`config.mk`:
```
export PLATFORM = sky130hd
export DESIGN_NAME = sample_scaler_pipe
export DESIGN_NICKNAME = d
export VERILOG_FILES = /design/src/rtl/sample_scale_pkg.sv /design/src/rtl/sample_scaler_pipe_scale_core.sv /design/src/rtl/sample_scaler_pipe.sv
export SDC_FILE = /design/constraint.sdc
export NUM_CORES = 1
export LEC_CHECK = 0
export CORE_AREA = 2 2 121 123
export DETAILED_ROUTE_END_ITERATION = 8
export DIE_AREA = 0 0 123 125
export PLACE_DENSITY_LB_ADDON = 0.05
export SYNTH_ARGS = -nofsm -noshare
export SYNTH_HDL_FRONTEND = slang
export SYNTH_HIERARCHICAL = 1
export SYNTH_SLANG_ARGS = --single-unit
```
`constraint.sdc`:
```
create_clock -name clk -period 3.7 [get_ports clk]
set_input_delay 0.74 -clock clk [delete_from_list [all_inputs] [get_ports clk]]
set_output_delay 0.74 -clock clk [all_outputs]
set_load 0.01 [all_outputs]
```
`src/rtl/sample_scale_pkg.sv`:
```
// sample_scale_pkg: shared sizing helpers and the per-channel
// gain/overflow configuration record for sample_scaler_pipe.
`timescale 1ns/1ps
package sample_scale_pkg;

    // Widest scale code the config record can carry.
    localparam int SCALE_W_MAX = 8;

    typedef struct packed {
        logic [SCALE_W_MAX-1:0] scale;
        logic                   saturate;
    } scale_cfg_t;

    // Zero code of an offset-binary sample, e.g. 127 for 8 bits.
    function automatic int mid_code(input int sample_w);
        return (1 << (sample_w - 1)) - 1;
    endfunction

    // Width that holds (d <<< bias) + midpoint without truncation.
    function automatic int full_w(input int sample_w, input int bias);
        return sample_w + 2 + bias;
    endfunction

endpackage

```
`src/rtl/sample_scaler_pipe_scale_core.sv`:
```
// scale_core: combinational power-of-two gain about the mid-code,
// with clamp or wrap of results that leave the sample range.
`timescale 1ns/1ps
module scale_core
    import sample_scale_pkg::*;
#(
    parameter int SAMPLE_W  = 8,
    parameter int GAIN_BIAS = 4,
    parameter int MIDPOINT  = mid_code(SAMPLE_W)
) (
    input  logic signed [SAMPLE_W:0]   i_d,
    input  scale_cfg_t                 i_cfg,
    output logic        [SAMPLE_W-1:0] o_sample,
    output logic                       o_in_range
);

    localparam int FW = full_w(SAMPLE_W, GAIN_BIAS);
    localparam logic signed [FW-1:0] LP_MID = FW'(MIDPOINT);

    logic signed [FW-1:0] w_dx;
    logic signed [FW-1:0] w_p;
    logic signed [FW-1:0] w_r;
    logic                 w_neg;
    logic                 w_over;

    assign w_dx = {{(FW - SAMPLE_W - 1){i_d[SAMPLE_W]}}, i_d};

    // Arithmetic right shift floors toward minus infinity.
    assign w_p = (w_dx <<< GAIN_BIAS) >>> i_cfg.scale;
    assign w_r = w_p + LP_MID;

    assign w_neg      = w_r[FW-1];
    assign w_over     = !w_neg && (w_r[FW-2:SAMPLE_W] != '0);
    assign o_in_range = !w_neg && !w_over;

    // Clamp to the rails or keep the low bits (modulo wrap).
    always_comb begin
        o_sample = w_r[SAMPLE_W-1:0];
        if (i_cfg.saturate) begin
            if (w_neg) begin
                o_sample = '0;
            end else if (w_over) begin
                o_sample = '1;
            end
        end
    end

endmodule

```
`src/rtl/sample_scaler_pipe.sv`:
```
// sample_scaler_pipe: two-stage multi-channel sample scaler with
// valid/ready handshakes and per-channel out-of-range counters.
`timescale 1ns/1ps
module sample_scaler_pipe
    import sample_scale_pkg::*;
#(
    parameter int SAMPLE_W  = 8,
    parameter int CHANNELS  = 2,
    parameter int CH_W      = 1,
    parameter int SCALE_W   = 3,
    parameter int GAIN_BIAS = 4,
    parameter int MIDPOINT  = mid_code(SAMPLE_W),
    parameter int CNT_W     = 16
) (
    input  logic                clk,
    input  logic                reset_n,
    input  logic                in_valid,
    output logic                in_ready,
    input  logic [SAMPLE_W-1:0] in_sample,
    input  logic [CH_W-1:0]     in_ch,
    input  logic                cfg_we,
    input  logic [CH_W-1:0]     cfg_ch,
    input  logic [SCALE_W-1:0]  cfg_scale,
    input  logic                cfg_saturate,
    output logic                out_valid,
    input  logic                out_ready,
    output logic [SAMPLE_W-1:0] out_sample,
    output logic [CH_W-1:0]     out_ch,
    output logic                out_in_range,
    input  logic [CH_W-1:0]     cnt_sel,
    output logic [CNT_W-1:0]    cnt_value,
    input  logic                cnt_clear
);

    localparam logic [SAMPLE_W:0] LP_MID = (SAMPLE_W + 1)'(MIDPOINT);
    localparam logic [CH_W:0]     LP_NCH = (CH_W + 1)'(CHANNELS);
    localparam scale_cfg_t LP_CFG_RST = '{
        scale:    SCALE_W_MAX'(GAIN_BIAS),
        saturate: 1'b1
    };

    scale_cfg_t r_cfg [CHANNELS];

    logic                       r_a_valid;
    logic signed [SAMPLE_W:0]   r_a_d;
    scale_cfg_t                 r_a_cfg;
    logic        [CH_W-1:0]     r_a_ch;

    logic                       r_b_valid;
    logic        [SAMPLE_W-1:0] r_b_sample;
    logic        [CH_W-1:0]     r_b_ch;
    logic                       r_b_in_range;

    logic        [CNT_W-1:0]    r_cnt [CHANNELS];

    logic                       w_b_adv;
    logic                       w_a_adv;
    logic                       w_xfer;
    logic                       w_in_known;
    logic                       w_cfg_known;
    logic                       w_sel_known;
    logic signed [SAMPLE_W:0]   w_d;
    scale_cfg_t                 w_in_cfg;
    scale_cfg_t                 w_cfg_wr;
    logic        [SAMPLE_W-1:0] w_core_sample;
    logic                       w_core_in_range;

    assign w_b_adv  = !r_b_valid || out_ready;
    assign w_a_adv  = !r_a_valid || w_b_adv;
    assign in_ready = w_a_adv;
    assign w_xfer   = r_b_valid && out_ready;

    assign w_in_known  = ({1'b0, in_ch} < LP_NCH);
    assign w_cfg_known = ({1'b0, cfg_ch} < LP_NCH);
    assign w_sel_known = ({1'b0, cnt_sel} < LP_NCH);

    assign w_d = $signed({1'b0, in_sample} - LP_MID);

    // Unknown channels fall back to unity gain with clamping.
    assign w_in_cfg = w_in_known ? r_cfg[in_ch] : LP_CFG_RST;

    assign w_cfg_wr = '{
        scale:    SCALE_W_MAX'(cfg_scale),
        saturate: cfg_saturate
    };

    // Per-channel config file; a sample reads the pre-write value.
    always_ff @(posedge clk or negedge reset_n) begin
        if (!reset_n) begin
            for (int i = 0; i < CHANNELS; i++) begin
                r_cfg[i] <= LP_CFG_RST;
            end
        end else if (cfg_we && w_cfg_known) begin
            r_cfg[cfg_ch] <= w_cfg_wr;
        end
    end

    // Stage A: centred sample plus the config captured on accept.
    always_ff @(posedge clk or negedge reset_n) begin
        if (!reset_n) begin
            r_a_valid <= 1'b0;
            r_a_d     <= '0;
            r_a_cfg   <= LP_CFG_RST;
            r_a_ch    <= '0;
        end else if (w_a_adv) begin
            r_a_valid <= in_valid;
            if (in_valid) begin
                r_a_d   <= w_d;
                r_a_cfg <= w_in_cfg;
                r_a_ch  <= in_ch;
            end
        end
    end

    scale_core #(
        .SAMPLE_W  (SAMPLE_W),
        .GAIN_BIAS (GAIN_BIAS),
        .MIDPOINT  (MIDPOINT)
    ) u_core (
        .i_d        (r_a_d),
        .i_cfg      (r_a_cfg),
        .o_sample   (w_core_sample),
        .o_in_range (w_core_in_range)
    );

    // Stage B: output registers, frozen while downstream stalls.
    always_ff @(posedge clk or negedge reset_n) begin
        if (!reset_n) begin
            r_b_valid    <= 1'b0;
            r_b_sample   <= '0;
            r_b_ch       <= '0;
            r_b_in_range <= 1'b1;
        end else if (w_b_adv) begin
            r_b_valid <= r_a_valid;
            if (r_a_valid) begin
                r_b_sample   <= w_core_sample;
                r_b_ch       <= r_a_ch;
                r_b_in_range <= w_core_in_range;
            end
        end
    end

    assign out_valid    = r_b_valid;
    assign out_sample   = r_b_sample;
    assign out_ch       = r_b_ch;
    assign out_in_range = r_b_in_range;

    // Saturating out-of-range counters; clear wins over increment.
    always_ff @(posedge clk or negedge reset_n) begin
        if (!reset_n) begin
            for (int i = 0; i < CHANNELS; i++) begin
                r_cnt[i] <= '0;
            end
        end else begin
            for (int i = 0; i < CHANNELS; i++) begin
                if (cnt_clear) begin
                    r_cnt[i] <= '0;
                end else if (w_xfer && !r_b_in_range &&
                             (r_b_ch == CH_W'(i)) &&
                             (r_cnt[i] != '1)) begin
                    r_cnt[i] <= r_cnt[i] + 1'b1;
                end
            end
        end
    end

    assign cnt_value = w_sel_known ? r_cnt[cnt_sel] : '0;

endmodule

```
# Word-level counts from Yosys, hierarchy flattened
# Cells that the tools add are included.
totals:
  ram_bits: 0
  romBits: 0
  word_cells: 67
  input_bits: 21
  latchBits: 0
  memories: 0
  out_inout_bits: 28
  register_bits: 81
op_classes:
  n_div: 0
  multipliers: 0
  mux: 16
  order_cmp: 4
  bitwise_logic: 4
  shifts: 1
  eq_ne: 2
  addsub: 4
  reduce_logical: 21
ops:
  columns: ["operator", "n"]
  rows:
  - ["$mux 16", 7]
  - ["$mux 9", 4]
  - ["$add 16x1->16 const B", 2]
  - ["$ne 16x16->1 const B", 2]
  - ["$mux 8", 3]
  - ["$bwmux 18", 1]
  - ["$add 14x8->14 const B", 1]
  - ["$sshr 13x8->14", 1]
  - ["$demux 9 s1", 1]
  - ["$logic_and 1x1->1", 9]
  - ["$sub 8x7->9 const B", 1]
  - ["$ge 2x2->1 const B", 3]
  - ["$not 1->2", 3]
  - ["$logic_not 1->1", 5]
  - ["$reduce_bool 5->1", 1]
  - ["$reduce_and 2->1", 2]
  - ["$reduce_bool 2->1", 2]
  - ["$logic_or 1x1->1", 2]
  - ["$lt 2x1->1 const B", 1]
  - ["$not 1->1", 1]

# Depth between registers and ports, before layout
# Gate-level depths: netlist of the first run.
depth:
  ltp_word: 7
  ltp_mapped: 13
  depth_no_buf: 11

# Modules after synthesis
# Netlist of the first run, hierarchy kept.
modules_own_cells:
  columns: ["mod", "instances", "area_each_um2", "seq_area_each_um2", "cells_per_inst"]
  rows:
  - ["sample_scaler_pipe", 1, 3439.5, 1660.3, 325]
  - ["scale_core", 1, 1405.1, 0.0, 194]

# Worst setup path after synthesis of the first run
# Ideal clock, no wire load.
synth_timing:
  path_kind: "register to register"
  start: "register r_a_cfg[2] in the netlist's numbering"
  end: "register r_b_sample[3], in the netlist out_sample[3]"
  required_ns: 3.575
  path_slack_ns: 0.683
  arrival_time_ns: 2.892
  stages_incl_launch_ff: 13
  setup_time_ns: 0.125
  path_buffers: 2
  period_less_slack_ns: 3.017
  cell_sequence: "dfrtp_1 buf_2 mux4_2 a221oi_1 a221o_1 o31a_1 ha_1 nand4_1 or3_1 buf_2 a21oi_1 a21oi_1 mux2_2"
synth_via:
  elab_chain_len: 7
  elab_cells_between_ends: 8
  cone_classes: "1 x add/sub; 1 x shift; 3 x mux; 3 x reduce/logical"
synth_rtl:
  columns: ["element", "line_no", "text"]
  rows:
  - ["from (decl)", "sample_scaler_pipe.sv:46", "scale_cfg_t r_a_cfg;"]
  - ["from (signal assigned)", "sample_scaler_pipe.sv:109", "r_a_cfg <= w_in_cfg;"]
  - ["$sshr 13x8->14 *", "sample_scaler_pipe_scale_core.sv:29", "assign w_p = (w_dx <<< GAIN_BIAS) >>> i_cfg.scale;"]
  - ["$add 14x8->14 *", "sample_scaler_pipe_scale_core.sv:30", "assign w_r = w_p + LP_MID;"]
  - ["$reduce_bool 5->1 or $logic_not 1->1 (tied branches)", "sample_scaler_pipe_scale_core.sv:33", "assign w_over = !w_neg && (w_r[FW-2:SAMPLE_W] != '0);"]
  - ["$logic_and 1x1->1", "sample_scaler_pipe_scale_core.sv:33", null]
  - ["$mux 8", "sample_scaler_pipe_scale_core.sv:42", "end else if (w_over) begin"]
  - ["$mux 8", "sample_scaler_pipe_scale_core.sv:40", "if (w_neg) begin"]
  - ["$mux 8 *", "sample_scaler_pipe_scale_core.sv:39", "if (i_cfg.saturate) begin"]
  - ["named net w_core_sample[3]", "sample_scaler_pipe.sv:65", "logic [SAMPLE_W-1:0] w_core_sample;"]
  - ["to (signal assigned)", "sample_scaler_pipe.sv:136", "r_b_sample <= w_core_sample;"]
  - ["to (decl)", "sample_scaler_pipe.sv:50", "logic [SAMPLE_W-1:0] r_b_sample;"]
# Mark *: on every way through the listed nets, which the timed path passes. The rest lies on a longest branch.
# A chain may end at the register's enable or synchronous reset.

# Final worst setup path of the first run
layout_timing:
  start: "register r_a_cfg[2] in the netlist's numbering"
  end: "register r_b_sample[2], in the netlist out_sample[2]"
# Same word-level chain as after synthesis.

==> flow_metrics.py, run 1 <==
metrics = {
    "outcome": {
        "outcome": "complete, no violations",
    },
    "logic_synthesis": {
        "synth_area_leader_cell": "dfrtp_1",
        "seq_area_frac_synth_pct": 34.3,
        "ys.flop_type": "dfrtp_1",
        "synth_edf_count": 0,
        "syn_inst": 519,
        "syn_area_per_cell_um2": 9.33,
        "ys.warnings.count": 6,
        "synth_commonest_cells": "dfrtp_1, a21oi_1, mux2_2",
        "synth_seq_cells": 66,
        "netlist_area_um2": 4840,
        "synthDistinctLibCells": 83,
        "async_reset_ff_share_pct": 100,
        "synthTopCellsByArea": "dfrtp_1, mux2_2, a21oi_1, o21ai_0, dfstp_2",
        "synthDominantCellAreaShare_pct": 30.5,
        "yosysMostFrequentCell": "dfrtp_1",
    },
    "global_routing": {
        "grt_use_met2_pct": 27.9,
        "grt_use_met3_pct": 3.33,
        "top_usage_layer": "met2",
        "grt_pass1_vias": 4135,
        "track_usage_pct": 18.1,
        "grt_pass1_wl_mm": 21.8,
        "grt.overflow.total": 0,
        "antenna_found_initial": 0,
        "grt_max_degree": 67,
        "use_met1_pct": 25.5,
    },
    "route": {
        "drtIter0Drc": 320,
        "detail-route-antenna-nets": 0,
        "via_count": 4414,
        "drc": 0,
        "routedWlPerCell_um": 16.8,
        "via_per_inst": 5.66,
        "drt-pass1-iter-count": 7,
        "wirelength_mm": 13.1,
    },
    "placed_design": {
        "place_congestion": 0.833,
        "hpwl_mm": 9.55,
        "port_buffers": 48,
    },
    "cts": {
        "htree_levels": 3,
        "clkTransAtPathRegs_ps": 60,
        "cts_tree": "done",
        "ctsHoldBuffers": 0,
        "numCtsBuffers": 9,
        "cts_resized": 0,
        "clock_path_buffers": 2,
        "clock_latency_ps": 340,
        "postCtsSetupBuffers": 0,
        "clockRootBuffer": "clkbuf_16",
        "cts_sinks": 66,
    },
    "critical_path": {
        "startpoint_type": "register",
        "critPathSlowestCell": "or3_1",
        "worstRegToRegCells": 10,
        "cp_max_fo": 12,
        "cp.required_ps": 3920,
        "crit_end": "out_sample[2]$_DFFE_PN0P_",
        "cp.arrival_ps": 3560,
        "reg2reg_slack_ps": 360,
        "cpPeakStageDelay_ps": 540,
        "startpoint": "r_a_cfg[2]$_DFFE_PN0P_",
        "cp-end-kind": "register",
        "worstPathCellList": "buf_4 -> mux2_2 -> a2bb2oi_1 -> o221a_1 -> ha_1 -> nand4_1 -> or3_1 -> a21oi_1 -> a21oi_1 -> mux2_2",
        "r2r-start": "r_a_cfg[2]$_DFFE_PN0P_",
        "r2r-end": "out_sample[2]$_DFFE_PN0P_",
        "crit_type": "register to register",
    },
    "sta": {
        "hold_slack_ps": 495,
        "timing.final.crit_share_pct": 90.2,
        "relSlewSlack_pct": 22.9,
        "tightest_slew_ps": 1150,
        "tns_ps": 0,
        "fin_crit_ps": 3340,
        "fmax_mhz": 300,
        "rsz0062_at_grt": "no",
        "worst_clock_skew_ps": 6.95,
        "hold_viol_final": 0,
        "slew_violations": 0,
        "setup_viol": 0,
    },
    "final_layout": {
        "n_antenna_cell": 0,
        "layout.nets": 616,
        "multi_input_area_um2": 3090,
        "fillerInstances": 1430,
        "syn_to_final_growth_pct": 21.7,
        "drive_above_1_share_pct": 17.4,
        "final_util_pct": 41.5,
        "regArea_um2": 1660,
    },
    "floorplanning": {
        "start_util_pct": 34.1,
        "die_x_um": 123,
        "core_um2": 14200,
        "rows": 44,
        "die_area_um2": 15400,
        "die_h_um": 125,
        "ios": 49,
    },
    "power_and_ir_drop": {
        "p_leak_uw": 0.00224,
        "pwr_density_cell_nw_per_um2": 441,
        "ir_drop_mv": 0.280,
    },
    "run": {
        "max_cap_viol_count": 0,
    },
    "min_path": {
        "hp-class": "register to register",
    },
}
[stage by stage]
stage | setup WS [ps] | instances | area (um2) | total power, uW
after global placement | 492 | 764 | 5610 | 1760
after global routing | 130 | 780 | 5900 | 2770
final | 363 | 780 | 5900 | 2600
after floorplan | 683 | 547 | 4950 | 1460
after CTS | 387 | 780 | 5900 | 2630
after detailed placement | 390 | 764 | 5610 | 1760
[cell families after synthesis]
kind of cell / count (synthesis) / synth area share [%]
simple gates: 177 / 22.5
flops: 66 / 34.3
fa+ha+maj: 4 / 1.03
xor+xnor: 11 / 1.99
buf+inv: 42 / 4.18
mux: 57 / 14.2
compound gates: 161 / 21.8
other cells: 1 / 0.0774
[critical path, delay by kind of cell, from the launching register on]
| family | cells | cell delay (ps) |
|---|---|---|
| multiplexers | 2 | 660 |
| buffers and inverters | 1 | 240 |
| adder cells (fa/ha/maj) | 1 | 280 |
| AND/OR/NAND/NOR | 2 | 680 |
| AO/OA/AOI/OAI | 4 | 900 |
| flip-flops | 1 | 460 |
[sequential cells by signal, summed over array words and instances, names as in the netlist]
name and count:
out_sample 8, r_a_valid 1, r_cnt 32, out_ch 1, out_in_range 1, r_a_d 9, out_valid 1, r_a_cfg 4
r_a_ch 1, r_cfg 8
[worst min-delay path by stage]
stage | start | endpoint | slack, ps | cells after the start
global route | out_sample[4]$_DFFE_PN0P_ | out_sample[4]$_DFFE_PN0P_ | 520 | 1
finish | r_a_valid$_DFFE_PN0P_ | out_valid$_DFFE_PN0P_ | 490 | 1
detailed placement | r_a_valid$_DFFE_PN0P_ | out_valid$_DFFE_PN0P_ | 480 | 1
floorplan | reset_n | out_ch$_DFFE_PN0P_ | 440 | 0
CTS | r_a_valid$_DFFE_PN0P_ | out_valid$_DFFE_PN0P_ | 490 | 1
global placement | r_a_valid$_DFFE_PN0P_ | out_valid$_DFFE_PN0P_ | 470 | 1
[report_power, final]
part           total, uW  internal (uW)  switching, uW
clock network        849            538            311
logic                820            405            415
registers            934            828            106
total               2600           1770            831
[metal layers]
| metal | vias to the layer above | share of wire, % |
|---|---|---|
| li1 | 2156 | - |
| met1 | 2155 | 48 |
| met2 | 86 | 46 |
| met3 | 17 | 3.6 |
| met4 | 0 | 1.8 |
| met5 | - | 0 |
[layout make-up]
cell class	instances	area share, %
timing repair buffer	62	9.85
sequential	66	28.2
tap	184	3.90
inverter	13	0.827
multi-input combinational	439	52.3
clock buffer	13	4.24
clock inverter	3	0.679
[layout by cell type, fill, tap and decap left out, types with 9 or more instances in the layout]
cell type / count
nand3_1: 20
nand2_1: 33
dfrtp_1: 59
mux2_2: 41
clkbuf_16: 9
inv_1: 12
o21ai_0: 39
buf_4: 14
a21oi_1: 50
conb_1: 29
nand4_1: 16
or3_1: 12
mux2i_1: 10
clkdlybuf4s50_1: 47
nor2_1: 18
o31ai_1: 22
or4_1: 22
No activity file was read; power rests on OpenSTA's default activity.
==> run 2, diff against run 1 <==
GPL_ROUTABILITY_DRIVEN = 0   (was default)
PLACE_DENSITY_LB_ADDON = default   (was 0.05)
==> run 2 against run 1 <==
  * Cell count fell by 0.38%
  * Sequential power rose by 0.7%
  * Clock power rose by 3.1%
  * Maximum frequency fell by 0.22%
  * Utilization fell by 0.071 points
  * Register-to-register slack barely moved
  * First-iteration DRC count fell by 24%
  * Critical path depth did not move
  * Die area did not move
  * Routed wire length fell by 4.2%
  * Setup slack got worse by 7.4 ps
  * Combinational power fell by 3.0%
  * Critical endpoint is now out_sample[5]$_DFFE_PN0P_
==> flow_metrics.py, run 2 (same netlist as run 1, synthesis figures left out) <==
metrics = {
    "power_and_ir_drop": {
        "power_switching_uw": 847,
        "clkPwrFrac_pct": 33.5,
        "pwr-share-comb_pct": 30.4,
        "sw_frac_of_total_pct": 32.4,
        "pwr_density_cell_nw_per_um2": 443,
        "p_leak_uw": 0.00223,
        "ir_drop_mv": 0.176,
        "pwr-share-seq_pct": 36.1,
        "p_int_uw": 1760,
        "power_uw": 2610,
    },
    "route": {
        "detail-route-antenna-nets": 0,
        "drt-pass1-iter-count": 4,
        "met2WireLength_mm": 5.96,
        "via_per_inst": 5.73,
        "drc": 0,
        "routedLengthMet1_mm": 5.80,
        "via_count": 4451,
        "routed-wl-met3_um": 551,
        "wirelength_mm": 12.5,
        "routedWlPerCell_um": 16.1,
        "drtIter0Drc": 244,
        "highest_layer": "met4",
    },
    "cts": {
        "htree_levels": 3,
        "ctsHoldBuffers": 0,
        "clockRootBuffer": "clkbuf_16",
        "clock_path_buffers": 2,
        "postCtsSetupBuffers": 0,
        "clock_latency_ps": 340,
        "numCtsBuffers": 9,
        "cts_tree": "done",
        "clkTransAtPathRegs_ps": 60,
        "cts_resized": 0,
        "cts_sinks": 66,
    },
    "placed_design": {
        "hpwl_mm": 9.28,
        "port_buffers": 48,
        "placed_area_um2": 5580,
        "dpl.cell_count": 761,
    },
    "sta": {
        "slew_violations": 0,
        "timing.final.crit_share_pct": 90.4,
        "fin_crit_ps": 3340,
        "relSlewSlack_pct": 28.2,
        "worst_clock_skew_ps": 9.20,
        "tightest_slew_ps": 1070,
        "tns_ps": 0,
        "rsz0062_at_grt": "no",
        "setup_viol": 0,
        "fmax_mhz": 299,
        "hold_viol_final": 0,
    },
    "critical_path": {
        "crit_type": "register to register",
        "cp.required_ps": 3920,
        "cp_common_cell": "a21oi_1",
        "startpoint_type": "register",
        "worstRegToRegCells": 10,
        "cp_max_fo": 9,
        "worstPathCellList": "mux4_2 -> a221oi_1 -> a221o_1 -> o31a_1 -> ha_1 -> nand4_1 -> or3_1 -> a21oi_1 -> a21oi_1 -> mux2_2",
        "cp-end-kind": "register",
        "cp.arrival_ps": 3570,
        "critPathSlowestCell": "mux4_2",
        "cpPeakStageDelay_ps": 600,
    },
    "run": {
        "max_cap_viol_count": 0,
    },
    "final_layout": {
        "layout_commonest_cell": "dfrtp_1",
        "fillerInstances": 1411,
        "largest_reg_flops": 32,
        "biggestRegsByFlops": "r_cnt: 32 flops, r_a_d: 9 flops",
        "final_cells": 777,
        "final_cell_mix": "dfrtp_1, a21oi_1, clkdlybuf4s50_1, mux2_2, o21ai_0",
        "syn_to_final_growth_pct": 21.5,
        "top_register": "r_cnt",
        "drive_above_1_share_pct": 17.5,
        "layout.nets": 613,
        "design_area_um2": 5890,
        "final_util_pct": 41.4,
        "n_antenna_cell": 0,
    },
    "floorplanning": {
        "die_h_um": 125,
        "rows": 44,
        "start_util_pct": 34.1,
        "die_area_um2": 15400,
        "ios": 49,
        "core_um2": 14200,
        "die_x_um": 123,
    },
    "global_routing": {
        "grt.overflow.total": 0,
        "grt_pass1_wl_mm": 21.8,
        "antenna_found_initial": 0,
        "grt_max_degree": 26,
        "track_usage_pct": 17.6,
        "grt_pass1_vias": 4387,
    },
    "outcome": {
        "outcome": "complete, no violations",
    },
    "min_path": {
        "hp-class": "primary input to async pin",
    },
}
run 2: cell type report:
cell class | count | area, um2 | area share (%)
tap | 184 | 230 | 3.91
inverter | 13 | 48.8 | 0.829
timing repair buffer | 59 | 558 | 9.48
sequential | 66 | 1660 | 28.2
clock inverter | 6 | 63.8 | 1.08
multi-input combinational | 439 | 3090 | 52.4
clock buffer | 10 | 239 | 4.06
run 2: critical path, delay by kind of cell, from the launching register on:
kind	cells	cell delay, ps
muxes	2	880
DFF	1	450
and+or+nand+nor	2	710
adders and majority gates	1	270
AOI/OAI and AO/OA	5	920
run 2: through the flow:
| stage | setup WS (ps) | hold slack, ps |
|---|---|---|
| finish | 355 | 388 |
| global route | 109 | 428 |
| CTS | 384 | 408 |
| detailed placement | 382 | 482 |
| global placement | 446 | 471 |
| floorplan | 683 | 444 |
run 2: metal layers:
metal / vias up / GRT usage, %
met4: 0 / 5.28
met5: - / 0
li1: 2147 / -
met2: 103 / 27.9
met1: 2178 / 23.8
met3: 23 / 3.88
run 2: path summary, 6_finish.rpt:
path / slack (ps) / to / startpoint
worst max-delay path: 360 / out_sample[5]$_DFFE_PN0P_ / r_a_cfg[2]$_DFFE_PN0P_
worst min-delay path: 390 / out_sample[2]$_DFFE_PN0P_ / reset_n
worst max register to register: 360 / out_sample[5]$_DFFE_PN0P_ / r_a_cfg[2]$_DFFE_PN0P_
worst min register to register: 500 / out_valid$_DFFE_PN0P_ / r_a_valid$_DFFE_PN0P_
max in group asynchronous: 2540 / r_a_cfg[0]$_DFFE_PN1P_ / reset_n
min in group clk: 500 / out_valid$_DFFE_PN0P_ / r_a_valid$_DFFE_PN0P_
run 2: power by group through the flow:
stage	registers (uW)	logic, uW	clock network, uW
2_1_floorplan	925	531	0
3_3_place_gp	949	772	0
3_5_place_dp	955	783	0
4_1_cts	943	786	898
5_1_grt	959	878	933
6_report	941	795	875
